File: src/rtl/x_rams_nxw.sv
// x_rams_nxw: single-port distributed RAM, DEPTH x WIDTH, asynchronous read,
// synchronous write, optional registered output and a built-in clear sequencer
// that fills the array with INIT_WORD after reset or on request.
module x_rams_nxw #(
  parameter int unsigned       WIDTH          = 1,
  parameter int unsigned       DEPTH          = 32,
  parameter int unsigned       ADDR_W         = 5,
  parameter logic [WIDTH-1:0]  INIT_WORD      = '0,
  parameter int unsigned       OUT_REG        = 0,
  parameter int unsigned       CLEAR_ON_RESET = 1
) (
  input  logic              CLK,
  input  logic              RST_N,
  input  logic [ADDR_W-1:0] ADR,
  input  logic [WIDTH-1:0]  I,
  input  logic              WE,
  input  logic              CE,
  input  logic              CLR,
  output logic              BUSY,
  output logic [WIDTH-1:0]  O
);

  // Reject geometries the array cannot represent.
  generate
    if ((DEPTH > (64'd1 << ADDR_W)) || (DEPTH < 2) || (WIDTH < 1)) begin : g_bad_param
      $error("x_rams_nxw: illegal parameters (need 2 <= DEPTH <= 2**ADDR_W, WIDTH >= 1)");
    end
  endgenerate

  typedef enum logic {
    S_IDLE,
    S_CLEAR
  } state_t;

  localparam state_t            RST_STATE = (CLEAR_ON_RESET != 0) ? S_CLEAR : S_IDLE;
  localparam logic [ADDR_W:0]   DEPTH_W   = (ADDR_W + 1)'(DEPTH);
  localparam logic [ADDR_W-1:0] LAST_ADR  = ADDR_W'(DEPTH - 1);

  logic [WIDTH-1:0]  mem [DEPTH];

  state_t            state_q, state_d;
  logic [ADDR_W-1:0] cnt_q, cnt_d;
  logic              in_range;
  logic              wr_en;
  logic [ADDR_W-1:0] wr_addr;
  logic [WIDTH-1:0]  wr_data;
  logic [WIDTH-1:0]  rd_data;

  // Addresses at or beyond DEPTH neither write nor read the array.
  assign in_range = ({1'b0, ADR} < DEPTH_W);
  assign rd_data  = in_range ? mem[ADR] : '0;
  assign BUSY     = (state_q == S_CLEAR);

  // Sequencer state and clear counter.
  always_ff @(posedge CLK or negedge RST_N) begin
    if (!RST_N) begin
      state_q <= RST_STATE;
      cnt_q   <= '0;
    end else begin
      state_q <= state_d;
      cnt_q   <= cnt_d;
    end
  end

  // Next state and the single write port: the sequencer owns it while clearing,
  // otherwise the user port writes unless a clear request takes this edge.
  always_comb begin
    state_d = state_q;
    cnt_d   = cnt_q;
    wr_en   = 1'b0;
    wr_addr = ADR;
    wr_data = I;
    unique case (state_q)
      S_IDLE: begin
        if (CLR) begin
          state_d = S_CLEAR;
          cnt_d   = '0;
        end else if (WE && in_range) begin
          wr_en = 1'b1;
        end
      end
      S_CLEAR: begin
        wr_en   = 1'b1;
        wr_addr = cnt_q;
        wr_data = INIT_WORD;
        if (cnt_q == LAST_ADR) begin
          state_d = S_IDLE;
          cnt_d   = '0;
        end else begin
          cnt_d = cnt_q + 1'b1;
        end
      end
      default: begin
        state_d = S_IDLE;
        cnt_d   = '0;
      end
    endcase
    // No array writes while reset is held; the sequence restarts cleanly on release.
    if (!RST_N) begin
      wr_en = 1'b0;
    end
  end

  // Array write; contents are deliberately not reset.
  always_ff @(posedge CLK) begin
    if (wr_en) begin
      mem[wr_addr] <= wr_data;
    end
  end

  generate
    if (OUT_REG != 0) begin : g_out_reg
      logic [WIDTH-1:0] o_q;

      // Registered read, read-first against a same-edge write; CE=0 holds.
      always_ff @(posedge CLK or negedge RST_N) begin
        if (!RST_N) begin
          o_q <= '0;
        end else if (CE) begin
          o_q <= rd_data;
        end
      end

      assign O = o_q;
    end else begin : g_out_comb
      logic unused_ce;
      assign unused_ce = CE;
      assign O         = rd_data;
    end
  endgenerate

endmodule

File: config.mk
export PLATFORM = sky130hd
export DESIGN_NAME = x_rams_nxw
export DESIGN_NICKNAME = d
export VERILOG_FILES = /design/src/rtl/x_rams_nxw.sv
export SDC_FILE = /design/constraint.sdc
export NUM_CORES = 1
export LEC_CHECK = 0
export CORE_MARGIN = 2
export CORE_UTILIZATION = 50
export DETAILED_ROUTE_END_ITERATION = 10
export MAX_ROUTING_LAYER = met4
export PLACE_DENSITY = 0.69
export SETUP_SLACK_MARGIN = 0.1
export SYNTH_ARGS = -nofsm -noshare
export SYNTH_HDL_FRONTEND = slang
export SYNTH_SLANG_ARGS = --single-unit
File: constraint.sdc
create_clock -name CLK -period 2.2 [get_ports CLK]
set_clock_uncertainty 0.1 [all_clocks]
set_input_delay 0.44 -clock CLK [delete_from_list [all_inputs] [get_ports CLK]]
set_output_delay 0.44 -clock CLK [all_outputs]
set_load 0.05 [all_outputs]
=== After elaboration in Yosys (flattened, before gate mapping) ===
Memory sizes are Yosys's and may differ from the RTL's.
Index checks and enable logic that the tools add are counted.

* Multiplexer cells: 14
* Eq/ne operators: 2
* Add/subtract/negate cells: 1
* Bitwise gates (word level): 1

{| class="wikitable"
|+ Operators with widths
! operator !! count
|-
| two-way mux 5 bit || 3
|-
| one-hot mux 5 bit (2 select lines) || 1
|-
| two-way mux 1 bit || 8
|-
| adder 5 x 1 -> 5 bit (second input constant) || 1
|-
| equality test 5 bit (second input constant) || 1
|-
| one-hot mux 1 bit (2 select lines) || 2
|-
| != test 2 bit (second input constant) || 1
|-
| inverter 1 bit || 1
|}

* Word-level logic and storage cells: 21
* Output and inout bits: 2
* Bits in writable memories: 32
* Input port bits: 11
* Memories kept: 1
* Bits in registers: 6

{| class="wikitable"
|+ Memory list
! memory !! depth !! width !! read ports !! clocked after memory_dff !! write ports !! line !! text
|-
| mem || 32 || 1 || 1 || 0 || 1 || 39 || <nowiki>logic [WIDTH-1:0] mem [DEPTH];</nowiki>
|}

=== Logic depth before layout (Yosys ltp) ===
* Depth after elaboration: 6
* Gate-level depth with buffers: 7

=== Worst setup path after synthesis ===
No wires, ideal clock.

* Path kind: in2out
* From: in ADR[1]
* To: out O
* Cell stages on the path: 5
* Arrival time: 1.567 ns
* Buffers on the path: 2
* Data required time: 1.660 ns
* Slack: 0.093 ns
* Cells stage by stage: buf_6 -> buf_6 -> mux2i_1 -> a211oi_1 -> a311o_1

* Longest elaborated chain between the ends: 1

{| class="wikitable"
|+ RTL lines
! item !! line !! text
|-
| from (decl) || 14 || <nowiki>input logic [ADDR_W-1:0] ADR,</nowiki>
|-
| memory (32 x 1 bit) || - ||
|-
| to (decl) || 20 || <nowiki>output logic [WIDTH-1:0] O</nowiki>
|}

No other way between the ends.

=== Worst setup path after layout ===
Same ends and word-level chain as after synthesis.

==> results by group <==
Synth
  • Gate Count Post-Synth: 168
  • Seq cells post-synth: 38
  • Synth warn: 0
  • Number of synthesized flops with an enable pin: 32
  • Cell taking the most area after synthesis: edfxtp_1
  • Ys async rst share: 0.158
  • Synth Net Count: 182
  • Sequential-to-total area share from yosys stat: 0.578
  • Post-synthesis cell area: 1920 um^2
  • Ys flop type: edfxtp_1
  • Syn avg cell area: 11.4 um^2
  • Commonest cells post-synth: 33 x nor2_1, 32 x edfxtp_1, 21 x nand2_1
  • Number of library cell types mapped by synthesis: 32
  • Top post-synthesis cells by area: edfxtp_1 50%, mux2i_1 9.4%, dfrtp_1 6.5%, nor2_1 6.4%, nand2_1 4.1%
  • Count leader, synth: nor2_1
  • Share of the synthesized area in the top cell type: 0.500

Power and ir drop
  • Power Density: 914 nW/um^2
  • Total Power: 2.13 mW
  • Power share of the clock group: 0.215
  • Sequential Power Share: 0.465
  • P_int: 1.39 mW
  • Sw frac: 0.349
  • Lkg Pwr: 0.878 nW
  • VDD IR max: 0.612 mV
  • Net Switching: 745 uW
  • Gate power share: 0.320

Detailed routing
  • Violation count after the first detailed-route iteration: 81
  • Vias per cell: 5.48
  • Drt total wl: 3900 um
  • Final antenna-violating net count: 0
  • First-pass DRT Iterations: 4
  • Vias: 1,347
  • WL per Instance: 15.8 um
  • DRC violations left: 0

Finish
  • Nets: 211
  • P&R area growth vs syn: 21.4%
  • Layout Utilization: 0.633
  • Ant. Diodes: 0
  • Layout cells sized above 1: 0.217
  • Finished Layout Cells: 246
  • Fill count: 304

Hold path
  • Worst Hold Class: input port to async pin

Timing
  • Peak Freq: 456 MHz
  • Final setup viols: 0
  • Crit path time final: 2.19 ns
  • Final hold slack: 0.411 ns
  • Fin. Hold Viols: 0
  • Max Slew Vio Count: 0
  • Relative slew slack: 0.741
  • Worst slew pin tran: 0.388 ns
  • Unrepaired setup endpoints after global routing: yes
  • Tcrit/Tclk final: 0.997

Global route
  • Total grt overflow: 0
  • First-pass GRT wire length: 6350 um
  • Total GRT Usage: 0.207
  • Largest net degree at the start of global routing: 33
  • Vias in the first global route: 1,355
  • Initial antenna violation count: 0

Worst setup path
  • WP data required: 1.66 ns
  • Startpoint type of the worst setup path: input port
  • CP endpoint kind: output pin
  • Crit path DAT: 1.65 ns
  • Critical path class: input port to output pin
  • Critical Path Fanout Max: 8

Die
  • Core Region: 3690 um^2
  • Num rows: 22
  • Full die area: 4360 um^2
  • # IOs: 13
  • Initial Util: 0.521
  • Die X: 66.0 um
  • Die Height: 66.0 um

Placement
  • Post-Place Cells: 237
  • Detail Placement HPWL: 2690 um
  • PortBufs: 11
  • GPL Wtd Cong: 0.817

Clock network
  • Hold_buf cts: 0
  • CTS tree: built
  • H-Tree Level Count: 2
  • Later-pin clock latency in the skew report: 0.29 ns
  • CTS clock-pin slew for the worst setup and hold paths: 0.07 ns
  • CTS Buffer Depth: 2
  • Clk sinks: 38
  • Post-CTS Setup Repair Bufs: 0
  • Num CTS Buffers: 5
  • Root buf cell: clkbuf_8

Outcome
  • Status: finished, final reports clean

Job
  • Max cap viols: 0
==> layer usage <==
| layer | track usage | share of wire | up-vias |
|---|---|---|---|
| li1 | - | - | 658 |
| met1 | 0.258 | 0.46 | 658 |
| met2 | 0.331 | 0.48 | 26 |
| met4 | 0.0842 | 0.017 | 0 |
| met3 | 0.0460 | 0.044 | 5 |
| met5 | - | 0 | - |
==> final timing paths <==
check                           end  slack, ns     start  cells after the start
setup / recovery                  O      0.006    ADR[1]                      8
hold / removal             cnt_q[2]       0.41     RST_N                      2
setup reg to reg            mem[30]       0.25      BUSY                      4
hold reg to reg            cnt_q[0]       0.50  cnt_q[0]                      1
max in group asynchronous      BUSY       1.39     RST_N                      2
min in group CLK           cnt_q[0]       0.50  cnt_q[0]                      1
==> power groups by stage <==
stage / logic, mW / clock network (mW) / registers (mW)
after global routing: 0.756 / 0.491 / 1.01
final: 0.683 / 0.459 / 0.992
after floorplan: 0.477 / 0 / 0.978
after detailed placement: 0.666 / 0 / 1.00
after global placement: 0.641 / 0 / 0.999
after CTS: 0.682 / 0.466 / 0.989
==> repair_timing <==
action                                 4_1_cts  5_1_grt
pin swaps                                    6        1
gates cloned                                 1        0
setup endpoints to repair                   25        2
gates resized for setup                     26        6
endpoints found under the hold margin        0        0
==> worst max-delay path, cell delays in order <==
cell and delay (ns):
buf_12 0.09, buf_12 0.14, mux2i_1 0.21, a22oi_1 0.10, nand3_1 0.08, nand2_1 0.05, a311o_2 0.37, buf_8 0.16
==> registers in the layout, indices dropped and copies added (netlist names) <==
register  count
mem          32
cnt_q         5
BUSY          1
==> placed cells by master, fill, tap and decap left out, drive strengths merged <==
master          n
dfrtp           5
and3            1
clkdlybuf4s50   4
clkbuf          5
nand3           4
nand2          21
buf            22
nor2b           4
o22ai           1
mux2            1
and2b           1
a211oi          2
clkinv          2
edfxtp         32
o21ai           7
a21oi           4
mux2i          18
xnor2           2
dlygate4sd2     2
nand2b          6
nor2           34
or2             1
and2            1
o211ai          1
dfstp           1
ha              3
a22oi           4
nand4           1
clkinvlp        1
nor4b           1
and4bb          1
o32ai           2
a311o           1
inv             2
==> layout make-up <==
cell class / count / area [um^2] / share of cell area
repair buffers: 28 / 283 / 0.121
clock inverters: 3 / 16.3 / 0.00697
multi-input cells: 122 / 783 / 0.335
clock buffers: 5 / 68.8 / 0.0295
flip-flops and latches: 38 / 1120 / 0.478
well taps: 48 / 60.1 / 0.0257
inverters: 2 / 7.51 / 0.00322
==> metrics by stage <==
step / worst slack, ns / setup TNS (ns) / area, um^2
after global routing: -0.0492 / -0.0492 / 2330
after global placement: -0.443 / -4.92 / 2180
after detailed placement: -0.488 / -6.73 / 2180
after CTS: 0.0176 / 0 / 2310
final: 0.00649 / 0 / 2330
after floorplan: 0.121 / 0 / 1920
==> logic make-up (layout without fill, tap and decap cells) <==
kind of cell,count (synthesis),after routing,synth area share
multiplexers,19,19,0.0995
XOR/XNOR,2,2,0.00911
AND/OR/NAND/NOR,76,76,0.187
buffers and inverters,8,38,0.0325
flip-flops,38,38,0.578
adder cells (fa/ha/maj),3,3,0.0195
AO/OA/AOI/OAI,22,22,0.0735
Note: power is estimated with default switching activity, not from simulation.
